File: src/rtl/signmag_serial_decoder.sv
// Bit-serial two's-complement to sign-magnitude decoder.
// Scans the operand LSB-first, copying bits up to the first one and inverting the rest.
module signmag_serial_decoder #(
  parameter int WIDTH = 8
) (
  input  logic             clk,
  input  logic             rst_n,
  input  logic             i_in_valid,
  output logic             o_in_ready,
  input  logic [WIDTH-1:0] i_in_data,
  output logic             o_out_valid,
  input  logic             i_out_ready,
  output logic             o_out_sign,
  output logic [WIDTH-1:0] o_out_mag,
  output logic             o_out_ovf,
  output logic [1:0]       o_dbg_state
);

  // Handshakes: a transfer happens on a rising edge where valid and ready are
  // both high; valid holds its payload stable until that edge, and ready never
  // depends combinationally on the partner's valid.

  localparam int CW = (WIDTH > 2) ? $clog2(WIDTH) : 1;
  localparam logic [CW-1:0]    CNT_LAST = CW'(WIDTH - 1);
  localparam logic [WIDTH-1:0] MAG_MIN  = {1'b1, {(WIDTH-1){1'b0}}};

  typedef enum logic [1:0] {
    ST_IDLE  = 2'd0,
    ST_SHIFT = 2'd1,
    ST_DONE  = 2'd2
  } state_t;

  state_t           r_state;
  logic [WIDTH-1:0] r_shift;
  logic [WIDTH-1:0] r_acc;
  logic [CW-1:0]    r_cnt;
  logic             r_seen_one;
  logic             r_sign;
  logic             r_out_valid;
  logic             r_out_sign;
  logic [WIDTH-1:0] r_out_mag;
  logic             r_out_ovf;

  logic             w_bit;
  logic             w_mag_bit;
  logic [WIDTH-1:0] w_acc_next;
  logic             w_ovf_next;

  assign w_bit      = r_shift[0];
  // Negative operands invert every bit above the lowest set bit.
  assign w_mag_bit  = (r_sign && r_seen_one) ? ~w_bit : w_bit;
  assign w_acc_next = {w_mag_bit, r_acc[WIDTH-1:1]};
  assign w_ovf_next = r_sign && (w_acc_next == MAG_MIN);

  always_ff @(posedge clk or negedge rst_n) begin
    if (!rst_n) begin
      r_state     <= ST_IDLE;
      r_shift     <= '0;
      r_acc       <= '0;
      r_cnt       <= '0;
      r_seen_one  <= 1'b0;
      r_sign      <= 1'b0;
      r_out_valid <= 1'b0;
      r_out_sign  <= 1'b0;
      r_out_mag   <= '0;
      r_out_ovf   <= 1'b0;
    end else begin
      case (r_state)
        ST_IDLE: begin
          if (i_in_valid) begin
            r_shift    <= i_in_data;
            r_sign     <= i_in_data[WIDTH-1];
            r_cnt      <= '0;
            r_seen_one <= 1'b0;
            r_acc      <= '0;
            r_state    <= ST_SHIFT;
          end
        end
        ST_SHIFT: begin
          r_acc      <= w_acc_next;
          r_seen_one <= r_seen_one | w_bit;
          r_shift    <= {1'b0, r_shift[WIDTH-1:1]};
          r_cnt      <= r_cnt + 1'b1;
          if (r_cnt == CNT_LAST) begin
            r_state     <= ST_DONE;
            r_out_valid <= 1'b1;
            r_out_sign  <= r_sign;
            r_out_mag   <= w_acc_next;
            r_out_ovf   <= w_ovf_next;
          end
        end
        ST_DONE: begin
          if (i_out_ready) begin
            r_state     <= ST_IDLE;
            r_out_valid <= 1'b0;
          end
        end
        default: begin
          r_state     <= ST_IDLE;
          r_out_valid <= 1'b0;
        end
      endcase
    end
  end

  assign o_in_ready  = (r_state == ST_IDLE);
  assign o_out_valid = r_out_valid;
  assign o_out_sign  = r_out_sign;
  assign o_out_mag   = r_out_mag;
  assign o_out_ovf   = r_out_ovf;
  assign o_dbg_state = r_state;

endmodule

File: config.mk
export PLATFORM = sky130hd
export DESIGN_NAME = signmag_serial_decoder
export DESIGN_NICKNAME = d
export VERILOG_FILES = /design/src/rtl/signmag_serial_decoder.sv
export SDC_FILE = /design/constraint.sdc
export NUM_CORES = 1
export LEC_CHECK = 0
export ABC_AREA = 0
export CAP_MARGIN = 20
export CORE_AREA = 2 2 69 71
export CTS_CLUSTER_DIAMETER = 40
export DETAILED_ROUTE_END_ITERATION = 6
export DIE_AREA = 0 0 71 73
export PLACE_DENSITY = 0.5
export SKIP_CTS_REPAIR_TIMING = 1
export SYNTH_ARGS = -nofsm -noshare
export SYNTH_HDL_FRONTEND = slang
export SYNTH_SLANG_ARGS = --single-unit
File: constraint.sdc
create_clock -name clk -period 3.43 [get_ports clk]
set_input_delay 0.686 -clock clk [delete_from_list [all_inputs] [get_ports clk]]
set_output_delay 0.686 -clock clk [all_outputs]
set_load 0.005 [all_outputs]
==> run summary <==
Synth area leaders -> dfrtp_1 (58%), a22o_1 (4.9%), mux2_1 (4.0%)
Via count -> 997
Most instantiated library cell after synthesis -> dfrtp_1
Core Util, Final -> 39.3%
Clock root buffer -> clkbuf_8
WL/cell -> 14.0 µm
ANT cells -> 0
Worst-Margin Slew -> 0.719 ns
Most used DFF post-synth -> dfrtp_1
CTS tree -> built
Largest net degree at the start of global routing -> 34
Relative slew slack -> 52.0%
Die width -> 71 µm
Max Clk Rate -> 414 MHz
Total power -> 1.46 mW
Final setup viols -> 0
Synth Net Count -> 134
Setup tns final -> 0 ns
Bufs and invs on worst path -> 1
RD Place Congestion -> 0.774
Post-synth EDFFs -> 0
Final Cycle Share -> 70.4%
Hold crit path type -> register to register
Sequential fraction of the synthesis area -> 58.0%
Min Tclk post-route -> 2.41 ns
Global-route wire length before repair -> 4.88 mm
Initial Util -> 31.4%
Critical path peak fanout -> 22
Fill count -> 443
Worst-Skew Late Latency -> 0.28 ns
CP Data Required Time -> 2.74 ns
Routed WL -> 2.83 mm
FF+latch count, synth -> 33
Clk pin slew, worst setup/hold paths -> 0.07 ns
GR Overflow Total -> 0
Vert. Die Dim -> 73 µm
RSZ-0062 raised after global routing -> no
Synth Area per Inst -> 11.9 µm²
Max Cap Viol -> 0
Clock skew -> 0.00326 ns
Async set or reset register ratio after synthesis -> 100%
Num ports -> 26
FP Rows -> 25
Clk sinks -> 33
CP arrival -> 1.73 ns
Top delay family on crit path -> flip-flops
Initial antenna violation count -> 0
Syn. warnings -> 0
Synthesized area -> 0.00142 mm²
GR Util All Layers -> 12.5%
Crit path max-delay cell type -> dfrtp_1
Worst path max stage delay -> 0.81 ns
Synth cell types -> 27
Element type at the critical path start -> register
Yosys top cell area share -> 58.0%
Final Hold Viols -> 0
Drt pass-1 iters -> 4
Crit-path cells -> clkdlybuf4s50_1
DPL Wire Length -> 1.87 mm
Crit Path Category -> register to primary output
Synthesized instance count -> 120
Leading area contributor after synthesis -> dfrtp_1
CTS max path bufs -> 2
Die area -> 0.00518 mm²
VDD IR-drop max -> 313 µV
Endpoint class of the critical path -> primary output
Post-Place Cell Area -> 0.00170 mm²
# DRC -> 0
Port-buffer cells -> 25
Initial DRC count -> 63
Final ANT Viol Nets -> 0
CTS Buf Count -> 5
P&R area growth vs syn -> 25.4%
H-tree levels -> 2
Fin. max-slew vios -> 0
Cell area after layout -> 0.00178 mm²
Core ar. -> 0.00454 mm²
Outcome -> completed
Leakage -> 0.787 nW
Power per cell area -> 816 mW/mm²
Vias in the first global route -> 1036
Vias/cell -> 4.94
Fraction of layout cells with a size suffix above 1 -> 10.8%
Nets -> 161
Commonest cells post-synth -> dfrtp_1 (33), nand2_1 (14), o21ai_0 (11)
cells in the final DEF (no fill, tap or decap):
master / count
mux2_2: 4
and3b_1: 1
nand3b_4: 1
a22oi_1: 6
o31ai_1: 2
ha_1: 2
mux2_1: 5
nand2b_1: 1
o21ai_0: 11
clkbuf_8: 5
o21bai_2: 1
xor2_1: 1
nor2b_1: 4
dfrtp_1: 33
inv_1: 2
and2b_1: 1
o21ai_1: 1
nor2_1: 5
clkdlybuf4s50_1: 25
nand2_1: 14
nor2b_2: 1
nor4_1: 1
a22o_1: 8
a21oi_1: 8
clkinvlp_4: 1
buf_4: 1
clkinv_2: 2
nor4b_1: 1
path summary, 6_finish.rpt:
check / startpoint / endpoint / slack, ns / depth (start not counted)
max: o_dbg_state[0] / o_dbg_state[0] / 1.02 / 1
min in group asynchronous: rst_n / o_out_mag[1] / 0.81 / 2
min: o_out_mag[7] / o_out_mag[7] / 0.48 / 2
min reg2reg: o_out_mag[7] / o_out_mag[7] / 0.48 / 2
max in group asynchronous: rst_n / r_shift[7] / 2.32 / 2
max reg2reg: o_dbg_state[0] / o_out_sign / 1.83 / 2
state kept, by name, indices dropped and copies added, names as in the netlist:
name / flops
o_dbg_state: 2
o_out_mag: 8
o_out_ovf: 1
o_out_sign: 1
o_out_valid: 1
r_acc: 7
r_cnt: 3
r_seen_one: 1
r_shift: 8
r_sign: 1
kinds of logic (layout without fill, tap and decap cells):
logic type,count (synthesis),after routing,synth area share (%)
DFF,33,33,58.0
adders and majority gates,2,2,1.76
AOI/OAI and AO/OA,37,37,17.0
xor gates and xnor gates,1,1,0.616
buffers and inverters,8,36,4.05
muxes,9,9,7.12
and+or+nand+nor,30,30,11.4
per-layer routing:
metal  vias up  global-route usage (%)  part of all wire [%]
met1       480                    14.9                    45
li1        481                       -                     -
met4         0                    5.66                   1.9
met2        30                    20.4                    47
met3         6                    4.42                   6.2
met5         -                       0                     0
per-stage QoR:
step           hold slack (ns)  std cells  setup WS (ns)
2_1_floorplan            0.390        120           1.88
3_3_place_gp             0.470        194           1.33
3_5_place_dp             0.477        194           1.29
4_1_cts                  0.493        202          0.986
5_1_grt                  0.519        202          0.888
6_report                 0.485        202           1.02
worst reg2reg max path: stages, from the launching register on:
cell      delay (ns)
dfrtp_1         0.81
nand3b_4        0.29
mux2_1          0.38
final cells by class:
type | count | area [µm²] | share of cell area (%)
clock buffer | 5 | 68.8 | 3.86
clock inverter | 3 | 17.5 | 0.982
inverter | 2 | 7.51 | 0.421
multi-input combinational | 79 | 539 | 30.2
sequential | 33 | 826 | 46.3
tap | 54 | 67.6 | 3.79
timing repair buffer | 26 | 258 | 14.4
where the power goes:
part           internal [mW]  switching [mW]  total, mW  leakage, nW
Sequential             0.546           0.148      0.694        0.425
Clock                  0.140           0.145      0.285       0.0439
Combinational          0.282           0.195      0.477        0.318
Note: power is estimated with default switching activity, not from simulation.
